File: src/rtl/sram_arb_pkg.sv
// Shared types and defaults for the two-client SRAM round-robin controller.
package sram_arb_pkg;

  localparam int DEFAULT_DATA_W = 50;
  localparam int DEFAULT_ADDR_W = 5;
  localparam int DEFAULT_DEPTH  = 32;
  localparam int NUM_CLIENTS    = 2;

  typedef enum logic {
    S_INIT = 1'b0,
    S_RUN  = 1'b1
  } state_e;

endpackage

File: src/rtl/rr_arb2.sv
// Two-way round-robin picker. The pointer names the client preferred when
// both are eligible; after any accepted grant it moves to the other client.
module rr_arb2 (
  input  logic       clock_i,
  input  logic       reset_i,
  input  logic [1:0] eligible_i,
  input  logic       accept_i,
  output logic [1:0] grant_o
);

  logic ptr_q, ptr_d;

  // Pick one eligible client; contention is resolved by the pointer.
  always_comb begin
    grant_o = 2'b00;
    unique case (eligible_i)
      2'b01:   grant_o = 2'b01;
      2'b10:   grant_o = 2'b10;
      2'b11:   grant_o = ptr_q ? 2'b10 : 2'b01;
      default: grant_o = 2'b00;
    endcase
  end

  // Move the preference away from whichever client just won.
  always_comb begin
    ptr_d = ptr_q;
    if (accept_i && (grant_o != 2'b00)) begin
      ptr_d = ~grant_o[1];
    end
  end

  // Pointer register, back to client 0 on reset.
  always_ff @(posedge clock_i) begin
    if (reset_i) begin
      ptr_q <= 1'b0;
    end else begin
      ptr_q <= ptr_d;
    end
  end

endmodule

File: src/rtl/sram1rw_arbiter.sv
// Round-robin front end for one single-port SRAM macro shared by two clients.
// Clears the array after reset, then grants at most one access per cycle.
// Read data comes back from the macro one cycle after the grant and is parked
// in a per-client response register until that client takes it.
module sram1rw_arbiter
  import sram_arb_pkg::*;
#(
  parameter int                DATA_W     = DEFAULT_DATA_W,
  parameter int                ADDR_W     = DEFAULT_ADDR_W,
  parameter int                DEPTH      = DEFAULT_DEPTH,
  parameter bit                INIT_EN    = 1'b1,
  parameter logic [DATA_W-1:0] INIT_VALUE = '0
) (
  input  logic                          clock,
  input  logic                          reset,
  input  logic [NUM_CLIENTS-1:0]        req_valid,
  output logic [NUM_CLIENTS-1:0]        req_ready,
  input  logic [NUM_CLIENTS-1:0]        req_we,
  input  logic [NUM_CLIENTS*ADDR_W-1:0] req_addr,
  input  logic [NUM_CLIENTS*DATA_W-1:0] req_wdata,
  output logic [NUM_CLIENTS-1:0]        resp_valid,
  input  logic [NUM_CLIENTS-1:0]        resp_ready,
  output logic [NUM_CLIENTS*DATA_W-1:0] resp_rdata,
  output logic                          init_done,
  output logic                          sram_csb,
  output logic                          sram_web,
  output logic                          sram_oeb,
  output logic [ADDR_W-1:0]             sram_a,
  output logic [DATA_W-1:0]             sram_i,
  input  logic [DATA_W-1:0]             sram_o
);

  localparam logic [ADDR_W-1:0] LAST_ADDR = ADDR_W'(DEPTH - 1);

  state_e                        state_q, state_d;
  logic [ADDR_W-1:0]             initCnt_q, initCnt_d;
  logic                          inflightValid_q, inflightValid_d;
  logic                          inflightOwner_q, inflightOwner_d;
  logic [NUM_CLIENTS-1:0]        respValid_q, respValid_d;
  logic [NUM_CLIENTS*DATA_W-1:0] respData_q, respData_d;
  logic [ADDR_W-1:0]             addrHold_q;
  logic [DATA_W-1:0]             dataHold_q;

  logic                   runActive;
  logic [NUM_CLIENTS-1:0] pendBlock;
  logic [NUM_CLIENTS-1:0] eligible;
  logic [NUM_CLIENTS-1:0] grant;
  logic                   winner;
  logic                   selWe;
  logic [ADDR_W-1:0]      selAddr;
  logic [DATA_W-1:0]      selData;
  logic                   csb, web, oeb;
  logic [ADDR_W-1:0]      addrOut;
  logic [DATA_W-1:0]      dataOut;

  // A client may read only when nothing of its own is outstanding, except that
  // a held response being consumed this very cycle frees the slot immediately.
  always_comb begin
    pendBlock = '0;
    eligible  = '0;
    runActive = (state_q == S_RUN) && !reset;
    for (int p = 0; p < NUM_CLIENTS; p++) begin
      pendBlock[p] = (inflightValid_q && (inflightOwner_q == 1'(p))) ||
                     (respValid_q[p] && !resp_ready[p]);
      eligible[p]  = runActive && req_valid[p] && (req_we[p] || !pendBlock[p]);
    end
  end

  rr_arb2 u_arb (
    .clock_i    (clock),
    .reset_i    (reset),
    .eligible_i (eligible),
    .accept_i   (runActive),
    .grant_o    (grant)
  );

  assign winner  = grant[1];
  assign selWe   = winner ? req_we[1] : req_we[0];
  assign selAddr = winner ? req_addr[2*ADDR_W-1:ADDR_W] : req_addr[ADDR_W-1:0];
  assign selData = winner ? req_wdata[2*DATA_W-1:DATA_W] : req_wdata[DATA_W-1:0];

  // Sequencing of the clear pass and driving the macro for the granted access.
  always_comb begin
    state_d         = state_q;
    initCnt_d       = initCnt_q;
    inflightValid_d = 1'b0;
    inflightOwner_d = inflightOwner_q;
    csb             = 1'b1;
    web             = 1'b1;
    oeb             = 1'b1;
    addrOut         = addrHold_q;
    dataOut         = dataHold_q;
    unique case (state_q)
      S_INIT: begin
        csb       = 1'b0;
        web       = 1'b0;
        addrOut   = initCnt_q;
        dataOut   = INIT_VALUE;
        initCnt_d = initCnt_q + 1'b1;
        if (initCnt_q == LAST_ADDR) begin
          state_d   = S_RUN;
          initCnt_d = '0;
        end
      end
      S_RUN: begin
        if (grant != '0) begin
          csb     = 1'b0;
          web     = !selWe;
          oeb     = selWe;
          addrOut = selAddr;
          dataOut = selData;
          if (!selWe) begin
            inflightValid_d = 1'b1;
            inflightOwner_d = winner;
          end
        end
      end
      default: state_d = S_INIT;
    endcase
    if (reset) begin
      csb     = 1'b1;
      web     = 1'b1;
      oeb     = 1'b1;
      addrOut = '0;
      dataOut = '0;
    end
  end

  // Response buffers: capture macro output for the in-flight owner, clear on
  // handshake. Capture wins because a new read cannot overlap a held one.
  always_comb begin
    respValid_d = respValid_q;
    respData_d  = respData_q;
    for (int p = 0; p < NUM_CLIENTS; p++) begin
      if (respValid_q[p] && resp_ready[p]) begin
        respValid_d[p] = 1'b0;
      end
      if (inflightValid_q && (inflightOwner_q == 1'(p))) begin
        respValid_d[p]                = 1'b1;
        respData_d[p*DATA_W +: DATA_W] = sram_o;
      end
    end
  end

  // State registers; reset drops any in-flight read and restarts the clear.
  always_ff @(posedge clock) begin
    if (reset) begin
      state_q         <= INIT_EN ? S_INIT : S_RUN;
      initCnt_q       <= '0;
      inflightValid_q <= 1'b0;
      inflightOwner_q <= 1'b0;
      respValid_q     <= '0;
      respData_q      <= '0;
      addrHold_q      <= '0;
      dataHold_q      <= '0;
    end else begin
      state_q         <= state_d;
      initCnt_q       <= initCnt_d;
      inflightValid_q <= inflightValid_d;
      inflightOwner_q <= inflightOwner_d;
      respValid_q     <= respValid_d;
      respData_q      <= respData_d;
      addrHold_q      <= addrOut;
      dataHold_q      <= dataOut;
    end
  end

  assign req_ready  = grant;
  assign resp_valid = respValid_q;
  assign resp_rdata = respData_q;
  assign init_done  = INIT_EN ? ((state_q == S_RUN) && !reset) : 1'b1;
  assign sram_csb   = csb;
  assign sram_web   = web;
  assign sram_oeb   = oeb;
  assign sram_a     = addrOut;
  assign sram_i     = dataOut;

endmodule

File: config.mk
export PLATFORM = sky130hd
export DESIGN_NAME = sram1rw_arbiter
export DESIGN_NICKNAME = d
export VERILOG_FILES = /design/src/rtl/sram_arb_pkg.sv /design/src/rtl/rr_arb2.sv /design/src/rtl/sram1rw_arbiter.sv
export SDC_FILE = /design/constraint.sdc
export NUM_CORES = 1
export LEC_CHECK = 0
export BUFFER_PORTS_ARGS = -buffer_cell sky130_fd_sc_hd__buf_2
export CAP_MARGIN = 0
export CORE_MARGIN = 5
export CORE_UTILIZATION = 35
export DETAILED_ROUTE_END_ITERATION = 16
export PLACE_DENSITY_LB_ADDON = 0.3
export RECOVER_POWER = 25
export SYNTH_ARGS = -nofsm -noshare
export SYNTH_HDL_FRONTEND = slang
export SYNTH_HIERARCHICAL = 1
export SYNTH_SLANG_ARGS = --single-unit
export TNS_END_PERCENT = 20
File: constraint.sdc
create_clock -name clock -period 2.62 [get_ports clock]
set_clock_uncertainty 0.2 [all_clocks]
set_input_delay 0.524 -clock clock [delete_from_list [all_inputs] [get_ports clock]]
set_output_delay 0.524 -clock clock [all_outputs]
set_load 0.02 [all_outputs]
==> impl_metrics.toml <==
[status]
status = "finished, violations left"
violations = "negative setup slack"

[logic_synthesis]
avgSynthCellArea_um2 = 8.81
synth_cell_types = 37
ys_warn_count = 6
syn_area_um2 = 7190
synth_edf_count = 0
synth_flop_cell = "dfxtp_1"
yosys_register_bits = 166
ys_seq_area_frac = 0.462
synthCells = 816
synth.net_count = 986
synthArstFlopShare = 0

[layout]
fillers = 1783
fin_cells = 1463
fin_nets = 1349
fin_area_um2 = 11400
area_growth_pct = 58.9
drive_gt1_frac = 0.480
regArea_um2 = 3330
multi_input_area_um2 = 4510

[worst_setup_path]
max_stage_delay_ns = 0.37
arrival_ns = 2.52
crit_fanout = 5
path_cells = "and2_4 -> a21oi_4 -> o211a_1 -> a21boi_4 -> buf_12 -> buf_8 -> buf_6 -> mux2_4 -> mux2i_4 -> nor2_4 -> buf_6"
critPathLaunchType = "flip-flop"
critPathSlowestCell = "dfxtp_4"
critical_path_class = "reg -> out"
endpoint_kind = "output port"
critPathRequiredTime_ns = 1.90
crit_top_cell = "buf_6"

[route]
ant_nets = 0
vias_per_cell = 4.66
routedWlPerCell_um = 15.7
wl_mm = 22.9
met3_length_mm = 2.27
drt_iter0_drc = 199
vias = 6815
highest-signal-layer = "met4"
routedLengthMet1_mm = 9.26
drcViolationCount = 0
dr.pass1.iters = 4
wl_met2_mm = 11.2

[clock_network]
cts_hold_buffers = 0
cts_tree = "yes"
cts_buffers = 17
insertion_delay_ns = 0.42
cts_buffer_depth = 2
cts_max_level = 4
cts.reportedPaths.clkPinSlew_ns = 0.08
cts.sinks = 166
clockRootBuffer = "clkbuf_16"

[grt]
grt_usage = 0.188
grt_max_degree = 89
antenna_found_initial = 1
grt_pass1_vias = 6651
grt_pass1_wl_mm = 35.9
overflow = 0

[timing]
fmax_mhz = 309
finalCritPeriodShare = 1.24
setup_ws_ns = -0.619
slew_violations = 0
rsz0062_at_grt = "true"
worst_slew_pin_slew_ns = 1.11
finalHoldViolations = 0
whs_ns = 0.142
setup_viol = 60
fin_crit_ns = 3.24
slew-limit-headroom = 0.259

[floorplan]
start_util = 0.355
dieHeight_um = 153
rows = 52
io_pins = 331
core_area_um2 = 20200
die_area_um2 = 23500
die_w_um = 153

[placed_design]
gp_congestion = 0.845
place_worst_setup_slack_ns = -0.504
io_buffer_count = 330
hpwlAfterDp_mm = 16.6
dpl-instance-area_um2 = 10300
place_inst = 1406

[power_and_ir_drop]
ir_worst_vdd_mv = 0.361
power_density_nw_per_um2 = 465
finalPower_mw = 5.32
p_leak_nw = 4.44

[worst_hold_path]
hold_class = "in -> reg"

[run]
cap_viol_max_count = 0
## cell usage in the layout (no fill, tap or decap), drive strengths merged, types with 2 or more instances in the layout
master    count
buf         368
nand2       209
dfxtp       166
nor2        115
a21oi       107
clkbuf       56
mux2i        52
mux2         50
inv          13
a21o          9
nand3b        8
clkinv        5
a311oi        4
o21ai         3
nor2b         3
nor3          3
a22o          2
clkinvlp      2
o211a         2
ha            2
a21boi        2
nand2b        2
## critical path, delay by kind of cell, from the launching register on
family	cells	cell delay, ns
simple gates	2	0.20
buf+inv	4	0.56
flops	1	0.37
compound gates	3	0.48
mux	2	0.49
## layer usage
layer / vias to the layer above / GRT usage
met4: 0 / 0.0390
li1: 3436 / -
met2: 263 / 0.321
met1: 3102 / 0.226
met5: - / 0
met3: 14 / 0.0710
## power breakdown
| part | internal (mW) | switching, mW |
|---|---|---|
| clock network | 1.30 | 1.24 |
| registers | 2.53 | 0.00760 |
| logic | 0.117 | 0.123 |
| total | 3.95 | 1.37 |
## through the flow
| stage | util | setup TNS (ns) |
|---|---|---|
| finish | 0.565 | -33.85 |
| global route | 0.565 | -40.56 |
| CTS | 0.564 | -38.51 |
| detailed placement | 0.511 | -26.64 |
| global placement | 0.511 | -26.17 |
| floorplan | - | -26.69 |
## cells by family (layout without fill, tap and decap cells)
group | Yosys count | in the layout | share of synthesized area
other cells | 0 | 1 | 0
mux | 102 | 102 | 0.177
compound gates | 134 | 134 | 0.108
simple gates | 344 | 344 | 0.190
buf+inv | 68 | 444 | 0.0594
flops | 166 | 166 | 0.462
fa+ha+maj | 2 | 2 | 0.00348
## cells in the mapped netlist, types with 3 or more instances
master / count / share of area
a21o_1: 9 / 0.0094
a21oi_1: 106 / 0.074
a311oi_2: 4 / 0.0084
buf_12: 5 / 0.014
buf_2: 39 / 0.027
buf_4: 6 / 0.0063
clkbuf_1: 10 / 0.0052
dfxtp_1: 166 / 0.46
inv_1: 5 / 0.0026
mux2_4: 50 / 0.10
mux2i_1: 52 / 0.072
nand2_1: 209 / 0.11
nand3b_1: 8 / 0.0084
nor2_1: 115 / 0.060
nor2b_1: 3 / 0.0026
o21ai_0: 3 / 0.0021
## final timing paths
kind	startpoint	end	slack, ns	depth (start not counted)
max reg2reg	inflightOwner_q	dataHold_q[42]	0.14	12
min	sram_o[19]	resp_rdata[69]	0.14	3
min reg2reg	resp_rdata[14]	resp_rdata[14]	0.25	2
max	inflightOwner_q	sram_i[13]	-0.62	11
## cell type report
cell class,instances,share of cell area
multi-input cells,582,0.395
repair buffers,407,0.229
flip-flops and latches,166,0.291
inverters,5,0.00197
clock inverters,15,0.0156
clock buffers,17,0.0372
well taps,270,0.0296
diodes,1,0.000219
## timing repair
item	CTS	global route
cloned	1	0
resized for setup	82	16
pin swaps	6	6
endpoints found under the setup margin	60	61
setup buffers	22	3
## state kept, by name (all words and copies together), names as in the netlist
register and cells:
resp_rdata 100, dataHold_q 50, addrHold_q 5, initCnt_q 5
resp_valid 2, inflightOwner_q 1, inflightValid_q 1, state_q 1
u_arb/ptr_q 1
Note: power is estimated with default switching activity, not from simulation.
